**src/rtl/mem_bus_arbiter_if.sv**
```systemverilog
// rtl/mem_bus_arbiter_if.sv - single-port memory bus between the arbiter (master) and memory (slave)
interface mem_bus_arbiter_if #(
  parameter int ADDR_W = 32,
  parameter int DATA_W = 32,
  parameter int SEL_W  = 4
);
  logic              bus_req_o;
  logic              bus_we_o;
  logic [ADDR_W-1:0] bus_addr_o;
  logic [DATA_W-1:0] bus_wdata_o;
  logic [SEL_W-1:0]  bus_sel_o;
  logic              bus_ack_i;
  logic [DATA_W-1:0] bus_rdata_i;

  modport master (
    output bus_req_o, bus_we_o, bus_addr_o, bus_wdata_o, bus_sel_o,
    input  bus_ack_i, bus_rdata_i
  );

  modport slave (
    input  bus_req_o, bus_we_o, bus_addr_o, bus_wdata_o, bus_sel_o,
    output bus_ack_i, bus_rdata_i
  );
endinterface

```
**src/rtl/mem_bus_arbiter.sv**
```systemverilog
// rtl/mem_bus_arbiter.sv - shares one memory bus between instruction fetch and data access
module mem_bus_arbiter #(
  parameter int ADDR_W  = 32,
  parameter int DATA_W  = 32,
  parameter int SEL_W   = 4,
  parameter int TIMEOUT = 255
) (
  input  logic              clk,
  input  logic              rst,
  input  logic              if_req_i,
  input  logic [ADDR_W-1:0] if_addr_i,
  input  logic              flush_i,
  input  logic              mem_req_i,
  input  logic              mem_we_i,
  input  logic [ADDR_W-1:0] mem_addr_i,
  input  logic [DATA_W-1:0] mem_wdata_i,
  input  logic [SEL_W-1:0]  mem_sel_i,
  mem_bus_arbiter_if.master bus,
  output logic [DATA_W-1:0] if_rdata_o,
  output logic              if_done_o,
  output logic [DATA_W-1:0] mem_rdata_o,
  output logic              mem_done_o,
  output logic              bus_err_o,
  output logic              stallreq_if_o,
  output logic              stallreq_mem_o
);
  typedef enum logic [2:0] {
    IDLE, BUSY_MEM, BUSY_IF, BUSY_IF_DROP, RESP_MEM, RESP_IF
  } state_t;

  localparam logic [7:0] TO_LAST = 8'(TIMEOUT - 1);

  state_t            state_q, state_d;
  logic [7:0]        cnt_q, cnt_d;
  logic              req_q, req_d;
  logic              we_q, we_d;
  logic [ADDR_W-1:0] addr_q, addr_d;
  logic [DATA_W-1:0] wdata_q, wdata_d;
  logic [SEL_W-1:0]  sel_q, sel_d;
  logic [DATA_W-1:0] if_rdata_q, if_rdata_d;
  logic [DATA_W-1:0] mem_rdata_q, mem_rdata_d;
  logic              err_q, err_d;
  logic              ack;
  logic              timeout;

  assign ack     = bus.bus_ack_i;
  assign timeout = !ack && (cnt_q == TO_LAST);

  always_comb begin
    state_d     = state_q;
    cnt_d       = cnt_q;
    req_d       = req_q;
    we_d        = we_q;
    addr_d      = addr_q;
    wdata_d     = wdata_q;
    sel_d       = sel_q;
    if_rdata_d  = if_rdata_q;
    mem_rdata_d = mem_rdata_q;
    err_d       = 1'b0;
    case (state_q)
      IDLE: begin
        if (mem_req_i) begin
          req_d   = 1'b1;
          we_d    = mem_we_i;
          addr_d  = mem_addr_i;
          wdata_d = mem_wdata_i;
          sel_d   = mem_sel_i;
          cnt_d   = '0;
          state_d = BUSY_MEM;
        end else if (if_req_i && !flush_i) begin
          req_d   = 1'b1;
          we_d    = 1'b0;
          addr_d  = if_addr_i;
          sel_d   = '1;
          cnt_d   = '0;
          state_d = BUSY_IF;
        end
      end
      BUSY_MEM: begin
        cnt_d = cnt_q + 8'd1;
        if (ack) begin
          req_d       = 1'b0;
          mem_rdata_d = bus.bus_rdata_i;
          state_d     = RESP_MEM;
        end else if (timeout) begin
          req_d       = 1'b0;
          mem_rdata_d = '0;
          err_d       = 1'b1;
          state_d     = RESP_MEM;
        end
      end
      BUSY_IF: begin
        cnt_d = cnt_q + 8'd1;
        // A flush landing on the completing cycle simply discards the result.
        if (flush_i) begin
          if (ack || timeout) begin
            req_d   = 1'b0;
            state_d = IDLE;
          end else begin
            state_d = BUSY_IF_DROP;
          end
        end else if (ack) begin
          req_d      = 1'b0;
          if_rdata_d = bus.bus_rdata_i;
          state_d    = RESP_IF;
        end else if (timeout) begin
          req_d      = 1'b0;
          if_rdata_d = '0;
          err_d      = 1'b1;
          state_d    = RESP_IF;
        end
      end
      BUSY_IF_DROP: begin
        cnt_d = cnt_q + 8'd1;
        if (ack || timeout) begin
          req_d   = 1'b0;
          state_d = IDLE;
        end
      end
      RESP_MEM, RESP_IF: state_d = IDLE;
      default:           state_d = IDLE;
    endcase
  end

  always_ff @(posedge clk or negedge rst) begin
    if (!rst) begin
      state_q     <= IDLE;
      cnt_q       <= '0;
      req_q       <= 1'b0;
      we_q        <= 1'b0;
      addr_q      <= '0;
      wdata_q     <= '0;
      sel_q       <= '0;
      if_rdata_q  <= '0;
      mem_rdata_q <= '0;
      err_q       <= 1'b0;
    end else begin
      state_q     <= state_d;
      cnt_q       <= cnt_d;
      req_q       <= req_d;
      we_q        <= we_d;
      addr_q      <= addr_d;
      wdata_q     <= wdata_d;
      sel_q       <= sel_d;
      if_rdata_q  <= if_rdata_d;
      mem_rdata_q <= mem_rdata_d;
      err_q       <= err_d;
    end
  end

  assign bus.bus_req_o   = req_q;
  assign bus.bus_we_o    = we_q;
  assign bus.bus_addr_o  = addr_q;
  assign bus.bus_wdata_o = wdata_q;
  assign bus.bus_sel_o   = sel_q;

  assign if_rdata_o     = if_rdata_q;
  assign mem_rdata_o    = mem_rdata_q;
  assign if_done_o      = (state_q == RESP_IF) && !flush_i;
  assign mem_done_o     = (state_q == RESP_MEM);
  assign bus_err_o      = err_q && !((state_q == RESP_IF) && flush_i);
  assign stallreq_if_o  = if_req_i && !if_done_o;
  assign stallreq_mem_o = mem_req_i && !mem_done_o;
endmodule

```
**src/flat_wrapper.sv**
```systemverilog
// flat-port wrapper written by rule: the top's interface ports become plain ports
module mem_bus_arbiter_flat 
#(
  parameter int ADDR_W  = 32,
  parameter int DATA_W  = 32,
  parameter int SEL_W   = 4,
  parameter int TIMEOUT = 255
)
  (clk, rst, if_req_i, if_addr_i, flush_i, mem_req_i, mem_we_i, mem_addr_i, mem_wdata_i, mem_sel_i, if_rdata_o, if_done_o, mem_rdata_o, mem_done_o, bus_err_o, stallreq_if_o, stallreq_mem_o, bus_bus_req_o, bus_bus_we_o, bus_bus_addr_o, bus_bus_wdata_o, bus_bus_sel_o, bus_bus_ack_i, bus_bus_rdata_i);
  mem_bus_arbiter_if #(.ADDR_W(ADDR_W), .DATA_W(DATA_W), .SEL_W(SEL_W)) bus_i ();
  input  logic clk;
  input  logic rst;
  input  logic if_req_i;
  input  logic [ADDR_W-1:0] if_addr_i;
  input  logic flush_i;
  input  logic mem_req_i;
  input  logic mem_we_i;
  input  logic [ADDR_W-1:0] mem_addr_i;
  input  logic [DATA_W-1:0] mem_wdata_i;
  input  logic [SEL_W-1:0] mem_sel_i;
  output logic [DATA_W-1:0] if_rdata_o;
  output logic if_done_o;
  output logic [DATA_W-1:0] mem_rdata_o;
  output logic mem_done_o;
  output logic bus_err_o;
  output logic stallreq_if_o;
  output logic stallreq_mem_o;
  output wire logic [$bits(bus_i.bus_req_o)-1:0] bus_bus_req_o;
  output wire logic [$bits(bus_i.bus_we_o)-1:0] bus_bus_we_o;
  output wire logic [$bits(bus_i.bus_addr_o)-1:0] bus_bus_addr_o;
  output wire logic [$bits(bus_i.bus_wdata_o)-1:0] bus_bus_wdata_o;
  output wire logic [$bits(bus_i.bus_sel_o)-1:0] bus_bus_sel_o;
  input wire logic [$bits(bus_i.bus_ack_i)-1:0] bus_bus_ack_i;
  input wire logic [$bits(bus_i.bus_rdata_i)-1:0] bus_bus_rdata_i;
  assign bus_bus_req_o = bus_i.bus_req_o;
  assign bus_bus_we_o = bus_i.bus_we_o;
  assign bus_bus_addr_o = bus_i.bus_addr_o;
  assign bus_bus_wdata_o = bus_i.bus_wdata_o;
  assign bus_bus_sel_o = bus_i.bus_sel_o;
  assign bus_i.bus_ack_i = bus_bus_ack_i;
  assign bus_i.bus_rdata_i = bus_bus_rdata_i;
  mem_bus_arbiter #(.ADDR_W(ADDR_W), .DATA_W(DATA_W), .SEL_W(SEL_W), .TIMEOUT(TIMEOUT)) u_core (.clk(clk), .rst(rst), .if_req_i(if_req_i), .if_addr_i(if_addr_i), .flush_i(flush_i), .mem_req_i(mem_req_i), .mem_we_i(mem_we_i), .mem_addr_i(mem_addr_i), .mem_wdata_i(mem_wdata_i), .mem_sel_i(mem_sel_i), .bus(bus_i), .if_rdata_o(if_rdata_o), .if_done_o(if_done_o), .mem_rdata_o(mem_rdata_o), .mem_done_o(mem_done_o), .bus_err_o(bus_err_o), .stallreq_if_o(stallreq_if_o), .stallreq_mem_o(stallreq_mem_o));
endmodule
```
**config.mk**
```make
export PLATFORM = sky130hd
export DESIGN_NAME = mem_bus_arbiter_flat
export DESIGN_NICKNAME = d
export VERILOG_FILES = /design/src/rtl/mem_bus_arbiter_if.sv /design/src/rtl/mem_bus_arbiter.sv /design/src/flat_wrapper.sv
export SDC_FILE = /design/constraint.sdc
export NUM_CORES = 1
export LEC_CHECK = 0
export CAP_MARGIN = 20
export CORE_ASPECT_RATIO = 2
export CORE_UTILIZATION = 45
export CTS_CLUSTER_DIAMETER = 100
export DETAILED_ROUTE_END_ITERATION = 10
export MAX_ROUTING_LAYER = met4
export PLACE_DENSITY = 0.95
export SLEW_MARGIN = 40
export SYNTH_ARGS = -nofsm -noshare
export SYNTH_HDL_FRONTEND = slang
export SYNTH_SLANG_ARGS = --single-unit
```
**constraint.sdc**
```tcl
create_clock -name clk -period 2.5 [get_ports clk]
set_input_delay 0.25 -clock clk [delete_from_list [all_inputs] [get_ports clk]]
set_output_delay 0.25 -clock clk [all_outputs]
set_load 0.01 [all_outputs]
```
==> results.toml, run 1 <==
[run_status]
outcome = "complete, no violations"

[final_layout]
n_antenna_cell = 0
post_route_cells_drive_above_1_share_pct = 6.76
stdcell_count = 951
area_delta_synth_final_pct = 58.7
fin_nets = 927
design_area_mm2 = 0.00950

[floorplan]
pin_count = 278
die_y_um = 165
dieArea_mm2 = 0.0138
core_area_mm2 = 0.0130
die_w_um = 83.6
initial_utilization_pct = 46.1
rows = 59

[sta]
min_period_over_period_pct = 95.6
hold_viol_final = 0
tightest_slew_ns = 0.671
period_minus_slack_ns = 2.39
rsz0062_at_grt = "no"
clock.fmax_ghz = 0.419
finalSetupTns_ns = 0
setup_viol = 0
relSlewSlack_pct = 55.2
fin_ws_ns = 0.111
slew_violations = 0
clock_skew_ns = 0.00907

[placed_design]
dp_hpwl_mm = 12.4
finalWeightedCongestion = 0.867
dpl_worst_slack_ns = 0.319
numPortBuffers = 277
place_area_mm2 = 0.00881
dp.cells = 917

[logic_synthesis]
synth_seq_cells = 146
synth_edf_count = 0
synthTopCellsByCount = "146 x dfrtp_1, 134 x nand2_1, 64 x a32o_1"
syn_avg_cell_area_um2 = 11.5
synth_ff_type = "dfrtp_1"
syn-cell-area_mm2 = 0.00599
syn_inst = 520
synthArstFlopShare_pct = 100
yosysMostFrequentCell = "dfrtp_1"
syn_nets = 661
yosysSeqAreaShare_pct = 61.0
yosysTopAreaCellShare_pct = 61.0
synthTopCellsByArea = "dfrtp_1 61%, a32o_1 11%, nand2_1 8.4%"
ys_types = 40
synth_warnings = 0
yosys.area.top_type = "dfrtp_1"

[grt]
grt_pass1_wl_mm = 26.8
grt_pass1_vias = 5292
grt_busiest_layer = "met2"
use_met2_pct = 45.5
grt_max_degree = 80
antenna_found_initial = 0
track_usage_pct = 25.8
grt_overflow = 0
use_met1_pct = 27.6
grtUsageMet3_pct = 5.07

[power_and_ir_drop]
p_switching_mw = 3.75
p_seq_share_pct = 35.3
combPwrFrac_pct = 40.6
swShare_pct = 32.8
peakVddDrop_mv = 0.743
p_int_mw = 7.67
powerDensity_mw_per_mm2 = 1200
p_leak_nw = 4.18
pwr-share-clk_pct = 24.2

[route]
wire_per_inst_um = 18.3
drt-vias-per-instance = 5.50
dr.pass1.iters = 7
wl_mm = 17.4
drt_iter0_drc = 280
vias = 5227
ant_nets = 0
drt_drc_violations_left = 0

[worst_setup_path]
cp-start-kind = "flip-flop"
arrival_ns = 2.14
worstSetupPathType = "flip-flop to output port"
end_kind = "output port"
worst_ep_required_time_ns = 2.25
worstPathMaxFanout = 7

[clocking]
cts_buffers = 17
clkTransAtPathRegs_ns = 0.06
h-tree-depth = 4
clock-root-buffer = "clkbuf_16"
ctsLongestPathBuffers = 2
tritoncts = "yes"
cts_sinks = 146
worstSkewPairLatency_ns = 0.41

[min_path]
hold_path_class = "primary input to async pin"

[job]
cap_violations = 0
==> sequential cells by signal, indices dropped and copies added, names as in the netlist <==
| name | cells |
|---|---|
| u_core.bus.bus_addr_o | 32 |
| u_core.mem_rdata_o | 32 |
| u_core.bus.bus_req_o | 1 |
| u_core.cnt_q | 8 |
| u_core.err_q | 1 |
| u_core.if_rdata_o | 32 |
| u_core.bus.bus_sel_o | 4 |
| u_core.state_q | 3 |
| u_core.bus.bus_wdata_o | 32 |
| u_core.bus.bus_we_o | 1 |
==> metal layers <==
metal  vias up  routed length, µm
li1       2407                  -
met4         0                716
met3        45                784
met1      2544               6420
met5         -                  0
met2       231               9450
==> layout make-up <==
class	count	area [µm²]
repair buffers	289	2890
inverters	3	11.3
flip-flops and latches	146	3650
multi-input cells	329	2110
clock buffers	17	425
well taps	152	190
fillers	896	3490
clock inverters	15	220
==> path summary, 6_finish.rpt <==
| check | from | end | cells past startpoint | slack [ns] |
|---|---|---|---|---|
| worst max-delay path | u_core.state_q[2] | stallreq_if_o | 4 | 0.11 |
| worst min-delay path | rst | u_core.mem_rdata_o[7] | 2 | 0.27 |
| worst max register to register | u_core.state_q[1] | u_core.bus.bus_addr_o[17] | 5 | 0.64 |
| worst min register to register | u_core.bus.bus_wdata_o[14] | u_core.bus.bus_wdata_o[14] | 2 | 0.47 |
| max in group asynchronous | rst | u_core.bus.bus_addr_o[24] | 4 | 1.40 |
| min in group clk | mem_req_i | u_core.bus.bus_req_o | 3 | 0.36 |
==> power by group through the flow <==
stage	Clock (mW)	Sequential (mW)	Combinational, mW
after floorplan	0	4.41	1.56
after global routing	2.93	4.14	4.98
after global placement	0	3.99	4.50
after CTS	2.82	4.03	4.67
final	2.76	4.03	4.63
after detailed placement	0	4.05	4.66
==> what timing repair did <==
item,4_1_cts,5_1_grt
setup buffers,0,0
hold buffers,1,0
hold endpoints to repair,76,0
resized for setup,1,0
endpoints found under the setup margin,2,0
==> per-stage QoR <==
stage          utilization (%)  power (mW)  hold WS, ns
2_1_floorplan                -        5.96      -0.0456
3_3_place_gp              67.8        8.49        0.334
3_5_place_dp              67.8        8.71        0.339
4_1_cts                   72.9        11.5        0.347
5_1_grt                   73.2        12.1        0.288
6_report                  73.2        11.4        0.271
==> cells by family (layout without fill, tap and decap cells) <==
| logic type | Yosys count | count (layout) | share of synthesized area [%] |
|---|---|---|---|
| buf+inv | 45 | 324 | 4.18 |
| mux | 32 | 32 | 5.35 |
| fa+ha+maj | 2 | 2 | 0.418 |
| simple gates | 168 | 168 | 12.1 |
| flops | 146 | 146 | 61.0 |
| compound gates | 127 | 127 | 17.0 |
==> worst max-delay path, cell delays in order (launching register included) <==
cell             delay, ns
dfrtp_1               0.51
inv_1                 0.17
nor4b_2               0.43
nor2b_1               0.12
clkdlybuf4s50_1       0.50
==> cells in the final DEF (no fill, tap or decap), types with 3 or more instances in the layout <==
cell	instances
bufinv_16	4
inv_6	4
clkinvlp_4	3
mux2i_1	32
a21oi_1	7
dfrtp_1	146
nor2_1	8
clkdlybuf4s50_1	274
clkbuf_16	17
o22a_1	4
o31ai_1	3
a32o_1	64
nand3_1	5
inv_8	3
buf_4	9
o21ai_0	39
nand2_1	134
inv_1	3
Note: power is estimated with default switching activity, not from simulation.
==> inputs of run 2 (changes only) <==
--- a/config.mk
+++ b/config.mk
@@ -16,3 +16,4 @@
 export SYNTH_ARGS = -nofsm -noshare
 export SYNTH_HDL_FRONTEND = slang
 export SYNTH_SLANG_ARGS = --single-unit
+export TNS_END_PERCENT = 50
==> results of run 2 <==
Final layout, timing and power as in run 1 (identical DEF).
